`src/rtl/seg7_scan_io.sv`:
```
// Four-digit multiplexed 7-segment controller on the MicroBlaze MCS I/O bus.
// Software-owned digit/control/raw registers; hardware owns refresh and blanking.
module seg7_scan_io #(
  parameter logic [31:0] BASE_ADDR = 32'hC000_0010,
  parameter int unsigned SCAN_DIV  = 50000,
  parameter int unsigned GAP       = 16
) (
  input  logic        CLK,
  input  logic        RST,
  input  logic [31:0] IO_Address,
  input  logic        IO_Addr_Strobe,
  input  logic [3:0]  IO_Byte_Enable,
  input  logic [31:0] IO_Write_Data,
  input  logic        IO_Write_Strobe,
  input  logic        IO_Read_Strobe,
  output logic [31:0] IO_Read_Data,
  output logic        IO_Ready,
  output logic [7:0]  nSEG,
  output logic [3:0]  nAN
);

  localparam int unsigned PW = (SCAN_DIV > 1) ? $clog2(SCAN_DIV) : 1;
  localparam logic [PW-1:0] PRESC_LAST = PW'(SCAN_DIV - 1);
  localparam logic [PW-1:0] GAP_CNT    = PW'(GAP);
  localparam logic [31:0] ADDR_DATA = BASE_ADDR;
  localparam logic [31:0] ADDR_CTRL = BASE_ADDR + 32'h4;
  localparam logic [31:0] ADDR_RAW  = BASE_ADDR + 32'h8;
  localparam logic [31:0] ADDR_STAT = BASE_ADDR + 32'hC;

  logic [15:0]   r_data;
  logic [3:0]    r_dp;
  logic [3:0]    r_blank;
  logic          r_raw_mode;
  logic [31:0]   r_raw;
  logic [PW-1:0] r_presc;
  logic [1:0]    r_digit;
  logic [15:0]   r_frames;
  logic [31:0]   r_rd_data;
  logic          r_ready;
  logic [7:0]    r_nseg;
  logic [3:0]    r_nan;

  logic          w_wr_en;
  logic          w_rd_en;
  logic          w_wr_data;
  logic          w_wr_ctrl;
  logic          w_wr_raw;
  logic          w_wr_stat;
  logic          w_presc_tc;
  logic          w_wrap;
  logic [3:0]    w_nib;
  logic [7:0]    w_raw_byte;
  logic [7:0]    w_pattern;
  logic [3:0]    w_an_n;
  logic [31:0]   w_rd_val;

  // Active-high {g,f,e,d,c,b,a} for a hex nibble.
  function automatic logic [6:0] hex_seg(input logic [3:0] n);
    logic [6:0] s;
    case (n)
      4'h0: s = 7'h3F;
      4'h1: s = 7'h06;
      4'h2: s = 7'h5B;
      4'h3: s = 7'h4F;
      4'h4: s = 7'h66;
      4'h5: s = 7'h6D;
      4'h6: s = 7'h7D;
      4'h7: s = 7'h07;
      4'h8: s = 7'h7F;
      4'h9: s = 7'h6F;
      4'hA: s = 7'h77;
      4'hB: s = 7'h7C;
      4'hC: s = 7'h39;
      4'hD: s = 7'h5E;
      4'hE: s = 7'h79;
      default: s = 7'h71;
    endcase
    return s;
  endfunction

  assign w_wr_en    = IO_Addr_Strobe & IO_Write_Strobe;
  assign w_rd_en    = IO_Addr_Strobe & IO_Read_Strobe;
  assign w_wr_data  = w_wr_en & (IO_Address == ADDR_DATA);
  assign w_wr_ctrl  = w_wr_en & (IO_Address == ADDR_CTRL);
  assign w_wr_raw   = w_wr_en & (IO_Address == ADDR_RAW);
  assign w_wr_stat  = w_wr_en & (IO_Address == ADDR_STAT);
  assign w_presc_tc = (r_presc == PRESC_LAST);
  assign w_wrap     = w_presc_tc & (r_digit == 2'd3);

  // Segment pattern and anode enables for the digit currently being scanned.
  always_comb begin
    w_nib      = r_data[{r_digit, 2'b00} +: 4];
    w_raw_byte = r_raw[{r_digit, 3'b000} +: 8];
    if (r_blank[r_digit])
      w_pattern = 8'h00;
    else if (r_raw_mode)
      w_pattern = w_raw_byte;
    else
      w_pattern = {r_dp[r_digit], hex_seg(w_nib)};
    w_an_n = 4'hF;
    if ((r_presc >= GAP_CNT) && !r_blank[r_digit])
      w_an_n[r_digit] = 1'b0;
  end

  always_comb begin
    w_rd_val = 32'h0;
    case (IO_Address)
      ADDR_DATA: w_rd_val = {16'h0, r_data};
      ADDR_CTRL: w_rd_val = {23'h0, r_raw_mode, r_blank, r_dp};
      ADDR_RAW:  w_rd_val = r_raw;
      ADDR_STAT: w_rd_val = {r_frames, 14'h0, r_digit};
      default:   w_rd_val = 32'h0;
    endcase
  end

  always_ff @(posedge CLK) begin
    if (RST) begin
      r_data     <= '0;
      r_dp       <= '0;
      r_blank    <= '0;
      r_raw_mode <= 1'b0;
      r_raw      <= '0;
      r_presc    <= '0;
      r_digit    <= '0;
      r_frames   <= '0;
      r_rd_data  <= '0;
      r_ready    <= 1'b0;
      r_nseg     <= 8'hFF;
      r_nan      <= 4'hF;
    end else begin
      r_ready <= IO_Addr_Strobe & (IO_Write_Strobe | IO_Read_Strobe);
      if (w_rd_en)
        r_rd_data <= w_rd_val;

      if (w_wr_data) begin
        if (IO_Byte_Enable[0]) r_data[7:0]  <= IO_Write_Data[7:0];
        if (IO_Byte_Enable[1]) r_data[15:8] <= IO_Write_Data[15:8];
      end
      if (w_wr_ctrl) begin
        if (IO_Byte_Enable[0]) {r_blank, r_dp} <= IO_Write_Data[7:0];
        if (IO_Byte_Enable[1]) r_raw_mode      <= IO_Write_Data[8];
      end
      if (w_wr_raw) begin
        for (int b = 0; b < 4; b++)
          if (IO_Byte_Enable[b]) r_raw[8*b +: 8] <= IO_Write_Data[8*b +: 8];
      end

      if (w_presc_tc) begin
        r_presc <= '0;
        r_digit <= r_digit + 2'd1;
      end else begin
        r_presc <= r_presc + PW'(1);
      end

      // A STATUS write beats a coincident frame wrap.
      if (w_wr_stat)
        r_frames <= '0;
      else if (w_wrap)
        r_frames <= r_frames + 16'd1;

      r_nseg <= ~w_pattern;
      r_nan  <= w_an_n;
    end
  end

  assign IO_Read_Data = r_rd_data;
  assign IO_Ready     = r_ready;
  assign nSEG         = r_nseg;
  assign nAN          = r_nan;

endmodule
```
`config.mk`:
```
export PLATFORM = sky130hd
export DESIGN_NAME = seg7_scan_io
export DESIGN_NICKNAME = d
export VERILOG_FILES = /design/src/rtl/seg7_scan_io.sv
export SDC_FILE = /design/constraint.sdc
export NUM_CORES = 1
export LEC_CHECK = 0
export CORE_ASPECT_RATIO = 2
export CORE_UTILIZATION = 30
export CTS_BUF_LIST = sky130_fd_sc_hd__clkbuf_4 sky130_fd_sc_hd__clkbuf_8 sky130_fd_sc_hd__clkbuf_16
export CTS_CLUSTER_SIZE = 28
export DETAILED_ROUTE_END_ITERATION = 10
export SLEW_MARGIN = 20
export SYNTH_ARGS = -nofsm -noshare
export SYNTH_HDL_FRONTEND = slang
export SYNTH_SLANG_ARGS = --single-unit
```
`constraint.sdc`:
```
create_clock -name CLK -period 3.4 [get_ports CLK]
set_input_delay 0.51 -clock CLK [delete_from_list [all_inputs] [get_ports CLK]]
set_output_delay 0.51 -clock CLK [all_outputs]
set_load 0.05 [all_outputs]
```
* Word level (Yosys, flattened, before mapping) *
Memory sizes are Yosys's and may differ from the RTL's.
Cells that the tools add are included.
W data, S select, Z words.

operators by class
  bitwise logic cells = 12
  eq/ne operators = 6
  muxes and demuxes = 9
  reductions and logical operators = 14
  shift operators = 2
  add/sub/neg operators = 3
  magnitude comparators = 3

operators with widths
  kind                     number
  $eq A32 B32 Y1 const B   4
  $pmux W32 S4             1
  $add A16 B1 Y16 const B  2
  $shiftx A32 B6 Y8        1
  $eq A16 B16 Y1 const B   1
  $ge A16 B5 Y1 const B    1
  $mux W8                  2
  $reduce_and A2 Y1        8
  $shiftx A16 B5 Y4        1
  $and A1 B1 Y1            8
  $not A8 Y8               1
  $reduce_or A2 Y1         3
  $bmux W1 S2              2
  $not A4 Y4               1
  $lt A2 B3 Y1 const B     1
  $mux W1                  3
  $add A2 B1 Y2 const B    1
  $demux W1 S2             1
  $eq A2 B2 Y1 const B     1
  $ge A2 B1 Y1 const B     1
  $logic_and A1 B1 Y1      2
  $logic_not A1 Y1         1
  $not A1 Y1               1
  $or A1 B1 Y1             1

storage, ports and cells
  output and inout port bits = 45
  flip-flop bits (word level) = 136
  bits of input ports = 73
  memories = 1
  word-level logic and storage cells = 66
  memory bits (read-only) = 112

memories
  name             words  bits a word  read ports  clocked after memory_dff  wr ports  line  source
  (no name shown)  16     7            1           0                         0         60    case (n)

* Longest topological paths before layout *
Gate-level depths: netlist of run 1.

  depth in word-level cells = 6
  depth in mapped cells = 8
  mapped depth without buffers = 7

* Worst setup path after synthesis of run 1 *
OpenSTA, ideal clock, no wires.

  path type = reg2reg
  from = register r_presc[10]
  to = register r_presc[10]
  arrival time = 2.382 ns
  path slack = 0.901 ns
  cell stages (with the launch flop) = 9
  period minus slack after synthesis = 2.499 ns
  path buffers = 3
  data required time = 3.283 ns
  library setup time = 0.117 ns
  cell sequence = dfxtp_1 or4_1 or4_1 buf_2 nor4b_2 or2_2 buf_2 buf_2 nor2_1

between the ends
  cells in the longest elaborated chain, start to end = 2
  elaborated cells between the ends (all ways) = 3
  classes of those cells = 1 x add/sub; 1 x eq/ne; 1 x reduce/logical

RTL lines
  element                                                                  line  source
  start: declaration                                                       35    logic [PW-1:0] r_presc;
  start signal: assignment                                                 152   r_presc <= r_presc + PW'(1);
  parallel branches: the longest is 2 deep, another holds $add A16 B1 Y16  n/a

Parallel ways; which one is timed is not known.
A chain may end at the register's enable or synchronous reset.

* Worst setup path after layout of run 1 *
  from = register r_presc[10]
  to = register r_frames[10]

between the ends
  cells in the longest elaborated chain, start to end = 2

RTL lines
  element                 line  source
  $eq A16 B16 Y1          87    assign w_presc_tc = (r_presc == PRESC_LAST);
  $and A1 B1 Y1           88    assign w_wrap = w_presc_tc & (r_digit == 2'd3);
  end signal: assignment  159   r_frames <= r_frames + 16'd1;
  end: declaration        37    logic [15:0] r_frames;

No other way between the ends.

==> flow_summary.toml, run 1 <==
[run_status]
outcome = "complete, no violations"

[power]
p_leak_uw = 0.00306
peakVddDrop_mv = 0.272
p_per_area_nw_per_um2 = 432

[timing]
post-route-period-util = 0.771
slew_viol_final = 0
min_period_ns = 2.62
tightest_slew_ns = 0.636
setup_viol = 0
hold_viol = 0
grt_setup_unrepaired = "no"
holdWs_ns = 0.451
fin_skew_ns = 0.00979
fmax_ghz = 0.382
slew_headroom = 0.574
setup-tns-final_ns = 0

[routing]
dr.pass1.iters = 4
drc = 0
wl_per_cell_um = 18.8
vias_per_cell = 5.03
routed_wl_mm = 20.0
via_count = 5347
drt_iter0_markers = 220
final_antenna_net_count = 0

[yosys]
synth-seq-area-share = 0.429
synth_cells = 670
syn-cell-area_sq_um = 6340
yosysMostFrequentCell = "dfxtp_1"
synth_commonest_cells = "136 x dfxtp_1, 125 x nor2_1, 79 x mux2i_1"
synth_area_leaders = "dfxtp_1 43%, mux2i_1 12%, nor2_1 7.4%, mux4_2 5.7%, mux2_2 3.2%"
ys_warn_count = 0
syn_nets = 756
synthArstFlopShare = 0
synth_edf_count = 0
avgSynthCellArea_sq_um = 9.47
synth_ff_type = "dfxtp_1"
synth.largest_area_cell = "dfxtp_1"
yosys.area.top_type_share = 0.429
yosysUniqueCellTypes = 42
synth-seq-cells = 136

[job]
maxCapViolCount = 0

[grt]
grt_pass1_vias = 5428
grt_pass1_wl_mm = 30.8
track_usage = 0.188
overflow = 0
antenna_found_initial = 0
grt_start_max_net_pins = 96

[floorplanning]
io_pins = 118
die_y_um = 208
initial_utilization = 0.309
die_w_um = 105
fp.coreArea_sq_um = 20600
dieArea_sq_um = 21800
rows = 74

[worst_setup_path]
cp_max_fo = 7
endpoint = "r_frames[10]$_SDFFE_PP0P_"
worstSetupStartpointType = "register"
required_ns = 3.75
reg2reg_depth = 5
rrSetupSlack_ns = 0.78
end_kind = "register"
rr_endpoint = "r_frames[10]$_SDFFE_PP0P_"
r2r-start = "r_presc[10]$_SDFF_PP0_"
startpoint = "r_presc[10]$_SDFF_PP0_"
path_class = "reg -> reg"
critPathArrivalTime_ns = 2.97

[clocking]
cts_buffer_depth = 2
ctsHoldBuffers = 0
insertion_delay_ns = 0.43
postCtsSetupBuffers = 0
root_buffer = "clkbuf_16"
cts_sinks = 136
cts_made_buffers = 17
cts_tree = "built"
cts_resized = 0
ctsHtreeMaxLevel = 4
clkTransAtPathRegs_ns = 0.06

[placed_design]
post_dp_cell_area_sq_um = 7850
dp_cells = 1030
dp_hpwl_mm = 15.2
io_buffer_count = 117
routabilityCongestion = 0.816

[final_layout]
finalNonFillerCells = 1062
stdcell_area_sq_um = 8430
drive_gt1_frac = 0.123
antennaDiodeCount = 0
nFillCells = 2065
area.growth.synth_to_final_pct = 32.8
layout.nets = 869

[worst_hold_path]
hold_class = "reg -> reg"
critical path, cell delays in order, from the launching register on:
cell and delay, ns:
dfxtp_1 0.35, or4_1 0.55, or4_1 0.62, or3_1 0.54
or3_1 0.35, a21oi_1 0.14
placed cells by master (no fill, tap or decap), types with 3 or more instances in the layout:
master / n
dfxtp_1: 136
nor2_1: 125
clkdlybuf4s50_1: 116
mux2i_1: 79
nand2_1: 43
xnor2_1: 20
buf_4: 20
mux2_2: 18
o21ai_0: 17
clkbuf_16: 17
a32oi_1: 16
mux4_2: 16
or3_1: 15
nand3_1: 14
inv_1: 14
nand4_1: 13
a21oi_1: 13
ha_1: 13
nor3_1: 11
nor4_1: 10
a22oi_1: 9
xor2_1: 7
inv_6: 7
nor3_2: 5
clkinvlp_4: 4
or2_2: 3
and4_1: 3
nor4b_1: 3
o211ai_1: 3
flip-flops by register name, summed over array words and instances, names as in the netlist:
signal and cells:
IO_Read_Data 32, r_raw 32, r_data 16, r_frames 16, r_presc 16, nSEG 8, nAN 4, r_blank 4
r_dp 4, r_digit 2, IO_Ready 1, r_raw_mode 1
metrics by stage:
stage,power (uW),util,setup slack [ns]
CTS,3670,0.410,0.780
global route,3750,0.410,0.639
global placement,1850,0.382,0.710
floorplan,1720,-,0.901
finish,3640,0.410,0.779
detailed placement,1850,0.382,0.698
power breakdown:
part | leakage, uW | switching, uW | internal [uW]
combinational | 0.00169 | 102 | 103
sequential | 0.00110 | 4.38 | 1600
clock | 0.000272 | 795 | 1030
total | 0.00306 | 901 | 2740
kinds of logic after synthesis:
kind of cell             Yosys count  synth area share
AO/OA/AOI/OAI                     66            0.0694
XOR/XNOR                          27            0.0373
adder cells (fa/ha/maj)           13            0.0256
buffers and inverters             58            0.0351
flip-flops                       136             0.429
multiplexers                     113             0.213
AND/OR/NAND/NOR                  257             0.190
metal layers:
layer | up-vias | GRT usage | part of all wire
met5 | - | 0 | 0
met4 | 0 | 0.130 | 0.062
met2 | 114 | 0.356 | 0.55
met3 | 51 | 0.0286 | 0.026
li1 | 2610 | - | -
met1 | 2572 | 0.182 | 0.36
worst min path at each step:
| stage | from | to | cells past startpoint |
|---|---|---|---|
| final | IO_Read_Data[13]$_SDFFE_PP0P_ | IO_Read_Data[13]$_SDFFE_PP0P_ | 2 |
| after global routing | IO_Read_Data[13]$_SDFFE_PP0P_ | IO_Read_Data[13]$_SDFFE_PP0P_ | 2 |
| after CTS | IO_Read_Data[13]$_SDFFE_PP0P_ | IO_Read_Data[13]$_SDFFE_PP0P_ | 2 |
| after detailed placement | IO_Read_Data[13]$_SDFFE_PP0P_ | IO_Read_Data[13]$_SDFFE_PP0P_ | 2 |
| after global placement | IO_Read_Data[13]$_SDFFE_PP0P_ | IO_Read_Data[13]$_SDFFE_PP0P_ | 2 |
| after floorplan | r_presc[0]$_SDFF_PP0_ | r_presc[0]$_SDFF_PP0_ | 1 |
layout make-up:
cell class | instances | area (sq um) | area share
inverter | 14 | 52.6 | 0.00624
tap | 266 | 333 | 0.0395
clock inverter | 15 | 153 | 0.0181
multi-input combinational | 476 | 3400 | 0.404
clock buffer | 17 | 425 | 0.0505
sequential | 136 | 2720 | 0.323
timing repair buffer | 138 | 1340 | 0.159
Note: power is estimated with default switching activity, not from simulation.
==> inputs of run 2 (changes only) <==
clock period = 2.4 ns   (was 3.4 ns; I/O delays follow)
==> flow_summary.toml, run 2 (same netlist as run 1, synthesis figures left out) <==
[run_status]
outcome = "complete, no violations"

[placed_design]
place_ws_ns = -0.297
io_buffer_count = 117
dp_hpwl_mm = 16.1
routabilityCongestion = 0.831

[final_layout]
layout_common_cells = "135 x dfxtp_1, 125 x nor2_1, 116 x clkdlybuf4s50_1"
antennaDiodeCount = 0
area.growth.synth_to_final_pct = 36.9
layout.nets = 893
final_common_cell = "dfxtp_1"
drive_gt1_frac = 0.153

[routing]
final_antenna_net_count = 0
vias_per_cell = 5.02
drt_iter0_markers = 199
routed_wl_mm = 20.7
wl_per_cell_um = 19.1
dr.pass1.iters = 4
drc = 0
via_count = 5444

[power]
p_clk_frac = 0.501
switching_share = 0.218
comb_power_share = 0.058
p_per_area_nw_per_um2 = 595
p_switching_uw = 1130
p_int_uw = 4040
p_leak_uw = 0.00321
peakVddDrop_mv = 0.345
seqPwrFrac = 0.440

[timing]
holdWs_ns = 0.209
setup_viol = 0
setup-tns-final_ns = 0
tightest_slew_ns = 0.659
grt_setup_unrepaired = "no"
hold_viol = 0
fmax_ghz = 0.439
post-route-period-util = 0.949
fin_skew_ns = 0.00689
slew_viol_final = 0
slew_headroom = 0.557
min_period_ns = 2.28
setup_ws_ns = 0.122

[clocking]
root_buffer = "clkbuf_16"
cts_made_buffers = 17
cts_tree = "built"
insertion_delay_ns = 0.42
ctsHtreeMaxLevel = 4
clkTransAtPathRegs_ns = 0.06
postCtsSetupBuffers = 0
ctsHoldBuffers = 0
cts_buffer_depth = 2
cts_resized = 0
cts_sinks = 136

[grt]
track_usage = 0.194
grt_pass1_vias = 5632
grt_start_max_net_pins = 48
grt_pass1_wl_mm = 31.7
antenna_found_initial = 0
overflow = 0

[floorplanning]
dieArea_sq_um = 21800
die_y_um = 208
rows = 74
initial_utilization = 0.309
die_w_um = 105
fp.coreArea_sq_um = 20600
io_pins = 118

[worst_hold_path]
hold_class = "in -> reg"

[worst_setup_path]
crit_path_max_incr_delay_ns = 0.55
cp_max_fo = 7
worstSetupStartpointType = "register"
crit_chain = "or4_1, or4_4, or3_4, or3_1, a21oi_1"
required_ns = 2.75
crit_buf_inv = 0
crit_slowest_cell = "or4_1"
end_kind = "register"
critPathArrivalTime_ns = 2.63
critical_path.top_delay_family = "simple AND/OR/NAND/NOR gates"
path_class = "reg -> reg"

[job]
maxCapViolCount = 0
## run 2: changes by cell type in the layout (fill, tap and decap cells not counted), sizes merged
cell      delta
buf         +24
inv          -9
clkbuf       +6
clkinv       +2
bufinv       +1
clkinvlp     -1
## run 2: worst paths after layout
| kind | startpoint | to | slack, ns | cells past startpoint |
|---|---|---|---|---|
| worst min register to register | IO_Read_Data[11]$_SDFFE_PP0P_ | IO_Read_Data[11]$_SDFFE_PP0P_ | 0.45 | 2 |
| worst max register to register | r_presc[7]$_SDFF_PP0_ | r_frames[10]$_SDFFE_PP0P_ | 0.12 | 5 |
| worst min-delay path | RST | r_digit[0]$_SDFFE_PP0P_ | 0.21 | 2 |
| worst max-delay path | r_presc[7]$_SDFF_PP0_ | r_frames[10]$_SDFFE_PP0P_ | 0.12 | 5 |
## run 2: per-stage QoR
| step | instances | cell area [sq um] | power, uW | util |
|---|---|---|---|---|
| after floorplan | 670 | 6360 | 2440 | - |
| final | 1085 | 8680 | 5170 | 0.422 |
| after global placement | 1054 | 8090 | 2630 | 0.393 |
| after detailed placement | 1054 | 8090 | 2630 | 0.393 |
| after CTS | 1085 | 8670 | 5210 | 0.422 |
| after global routing | 1085 | 8680 | 5330 | 0.422 |
## run 2: power groups by stage
stage,Sequential (uW),Combinational (uW),Clock (uW)
after global placement,2320,303,0
final,2280,302,2590
after CTS,2280,304,2630
after global routing,2280,319,2740
after detailed placement,2320,303,0
after floorplan,2350,89.1,0
## run 2: layer usage
layer	up-vias	track usage	wire length, um
met5	-	0	0
met3	54	0.0314	502
li1	2637	-	-
met4	0	0.144	1400
met2	123	0.380	11800
met1	2630	0.174	6970
## run 2: cell type report
type,count,area (sq um)
clock buffers,23,483
inverters,14,52.6
clock inverters,8,97.6
multi-input cells,476,3430
fillers,2062,11900
well taps,266,333
repair buffers,162,1570
flip-flops and latches,136,2720
==> inputs of run 3 (changes only) <==
ABC_AREA = 1   (was not set)
==> flow_summary.toml, run 3 <==
[run_status]
outcome = "complete, no violations"

[grt]
track_usage = 0.208
grt_pass1_wl_mm = 36.2
grt_start_max_net_pins = 75
overflow = 0
grt_pass1_vias = 6929
antenna_found_initial = 0

[placed_design]
dp_hpwl_mm = 18.1
io_buffer_count = 117
post_dp_cell_area_sq_um = 8370
routabilityCongestion = 0.979

[power]
power_uw = 5190
p_leak_uw = 0.00338
p_per_area_nw_per_um2 = 580
peakVddDrop_mv = 0.483

[final_layout]
layout_common_cells = "272 x nand2_1, 136 x dfxtp_1, 123 x a21oi_1"
area.growth.synth_to_final_pct = 32.0
antennaDiodeCount = 0
final_common_cell = "nand2_1"
stdcell_area_sq_um = 8960
drive_gt1_frac = 0.0799
nFillCells = 2335
layout.nets = 1212

[routing]
vias_per_cell = 5.05
wl_per_cell_um = 16.4
drt_iter0_markers = 532
dr.pass1.iters = 5
drc = 0
final_antenna_net_count = 0
via_count = 7141
routed_wl_mm = 23.2

[yosys]
synth.largest_area_cell = "dfxtp_1"
synth_area_leaders = "dfxtp_1 40%, nand2_1 15%, a21oi_1 9.1%, nand3_1 6.1%, inv_1 5.5%"
ys_warn_count = 0
yosys.area.top_type_share = 0.401
synth_ff_type = "dfxtp_1"
synthArstFlopShare = 0
syn-cell-area_sq_um = 6780
synth_edf_count = 0
synth_cells = 999
avgSynthCellArea_sq_um = 6.79
syn_nets = 1085
synth_commonest_cells = "272 x nand2_1, 136 x dfxtp_1, 123 x a21oi_1"
yosysMostFrequentCell = "nand2_1"
synth-seq-area-share = 0.401
synth-seq-cells = 136
yosysUniqueCellTypes = 39

[floorplanning]
io_pins = 118
die_y_um = 215
rows = 77
die_w_um = 108
fp.coreArea_sq_um = 22200
dieArea_sq_um = 23300
initial_utilization = 0.306

[worst_hold_path]
hold_class = "in -> reg"
hp-start = "RST"

[worst_setup_path]
cpMostUsedCell = "nand2_1"
cp_max_fo = 8
crit_slowest_cell = "dfxtp_1"
required_ns = 2.67
critical_path.top_delay_family = "simple AND/OR/NAND/NOR gates"
worstSetupStartpointType = "register"
crit_buf_inv = 2
crit_chain = "clkinv_1, nand2_1, nand3_1, nand2_1, inv_1, ha_1, nand2_1, o21ai_0, o21ai_0, nand3_1"
path_class = "reg -> reg"
r2r-start = "r_digit[0]$_SDFFE_PP0P_"
crit_path_max_incr_delay_ns = 0.43
startpoint = "r_digit[0]$_SDFFE_PP0P_"
end_kind = "register"
critPathArrivalTime_ns = 2.41

[timing]
fmax_ghz = 0.467
holdWs_ns = 0.376
post-route-period-util = 0.892
grt_setup_unrepaired = "no"
tightest_slew_ns = 0.819
setup_viol = 0
setup-tns-final_ns = 0
slew_viol_final = 0
min_period_ns = 2.14
hold_viol = 0
fin_skew_ns = 0.00734
slew_headroom = 0.454

[job]
maxCapViolCount = 0

[clocking]
cts_tree = "built"
cts_made_buffers = 17
clkTransAtPathRegs_ns = 0.06
insertion_delay_ns = 0.44
ctsHtreeMaxLevel = 4
cts_buffer_depth = 2
root_buffer = "clkbuf_16"
cts_sinks = 136
## run 3: power by group
| group | switching (uW) | total [uW] | internal (uW) |
|---|---|---|---|
| clock network | 1050 | 2610 | 1560 |
| logic | 162 | 304 | 142 |
| registers | 6.84 | 2280 | 2270 |
## run 3: logic make-up (layout without fill, tap and decap cells)
family                     after synthesis  count (layout)  share of synthesized area
and+or+nand+nor                        484             484                      0.310
AOI/OAI and AO/OA                      208             208                      0.161
buffers and inverters                  150             290                     0.0930
DFF                                    136             136                      0.401
adders and majority gates               13              13                     0.0240
xor gates and xnor gates                 8               8                     0.0103
## run 3: layout make-up
| type | instances | area, sq um | area share |
|---|---|---|---|
| timing repair buffer | 153 | 1470 | 0.165 |
| sequential | 136 | 2720 | 0.304 |
| multi-input combinational | 713 | 3430 | 0.383 |
| clock inverter | 14 | 148 | 0.0165 |
| tap | 276 | 345 | 0.0386 |
| inverter | 105 | 394 | 0.0440 |
| clock buffer | 18 | 439 | 0.0490 |
## run 3: per-layer routing
layer | GRT usage | part of all wire | vias up
met5 | 0 | 0 | -
met1 | 0.195 | 0.34 | 3286
met4 | 0.154 | 0.074 | 0
met3 | 0.0374 | 0.041 | 83
met2 | 0.387 | 0.55 | 246
li1 | - | - | 3526
## run 3: timing repair
| action | CTS | global route |
|---|---|---|
| hold buffers | 0 | 0 |
| setup buffers | 0 | 0 |
| gates resized for setup | 0 | 1 |
| setup endpoints to repair | 0 | 1 |
## run 3: stage by stage
stage | utilization | instances | setup slack (ns)
2_1_floorplan | - | 999 | 0.386
3_3_place_gp | 0.378 | 1383 | 0.132
3_5_place_dp | 0.378 | 1383 | 0.0886
4_1_cts | 0.404 | 1415 | 0.262
5_1_grt | 0.404 | 1415 | 0.0254
6_report | 0.404 | 1415 | 0.258
## run 3: worst paths after layout
kind	to	cells past startpoint	slack, ns
worst min-delay path	r_digit[0]$_SDFFE_PP0P_	4	0.38
worst min register to register	IO_Read_Data[24]$_SDFFE_PP0P_	2	0.46
worst max-delay path	nSEG[6]$_SDFF_PP1_	10	0.26
worst max register to register	nSEG[6]$_SDFF_PP1_	10	0.26
## run 3: worst register-to-register path, cell delays in order, from the launching register on
cell	delay [ns]
dfxtp_1	0.43
clkinv_1	0.26
nand2_1	0.12
nand3_1	0.09
nand2_1	0.21
inv_1	0.09
ha_1	0.20
nand2_1	0.13
o21ai_0	0.11
o21ai_0	0.17
nand3_1	0.18
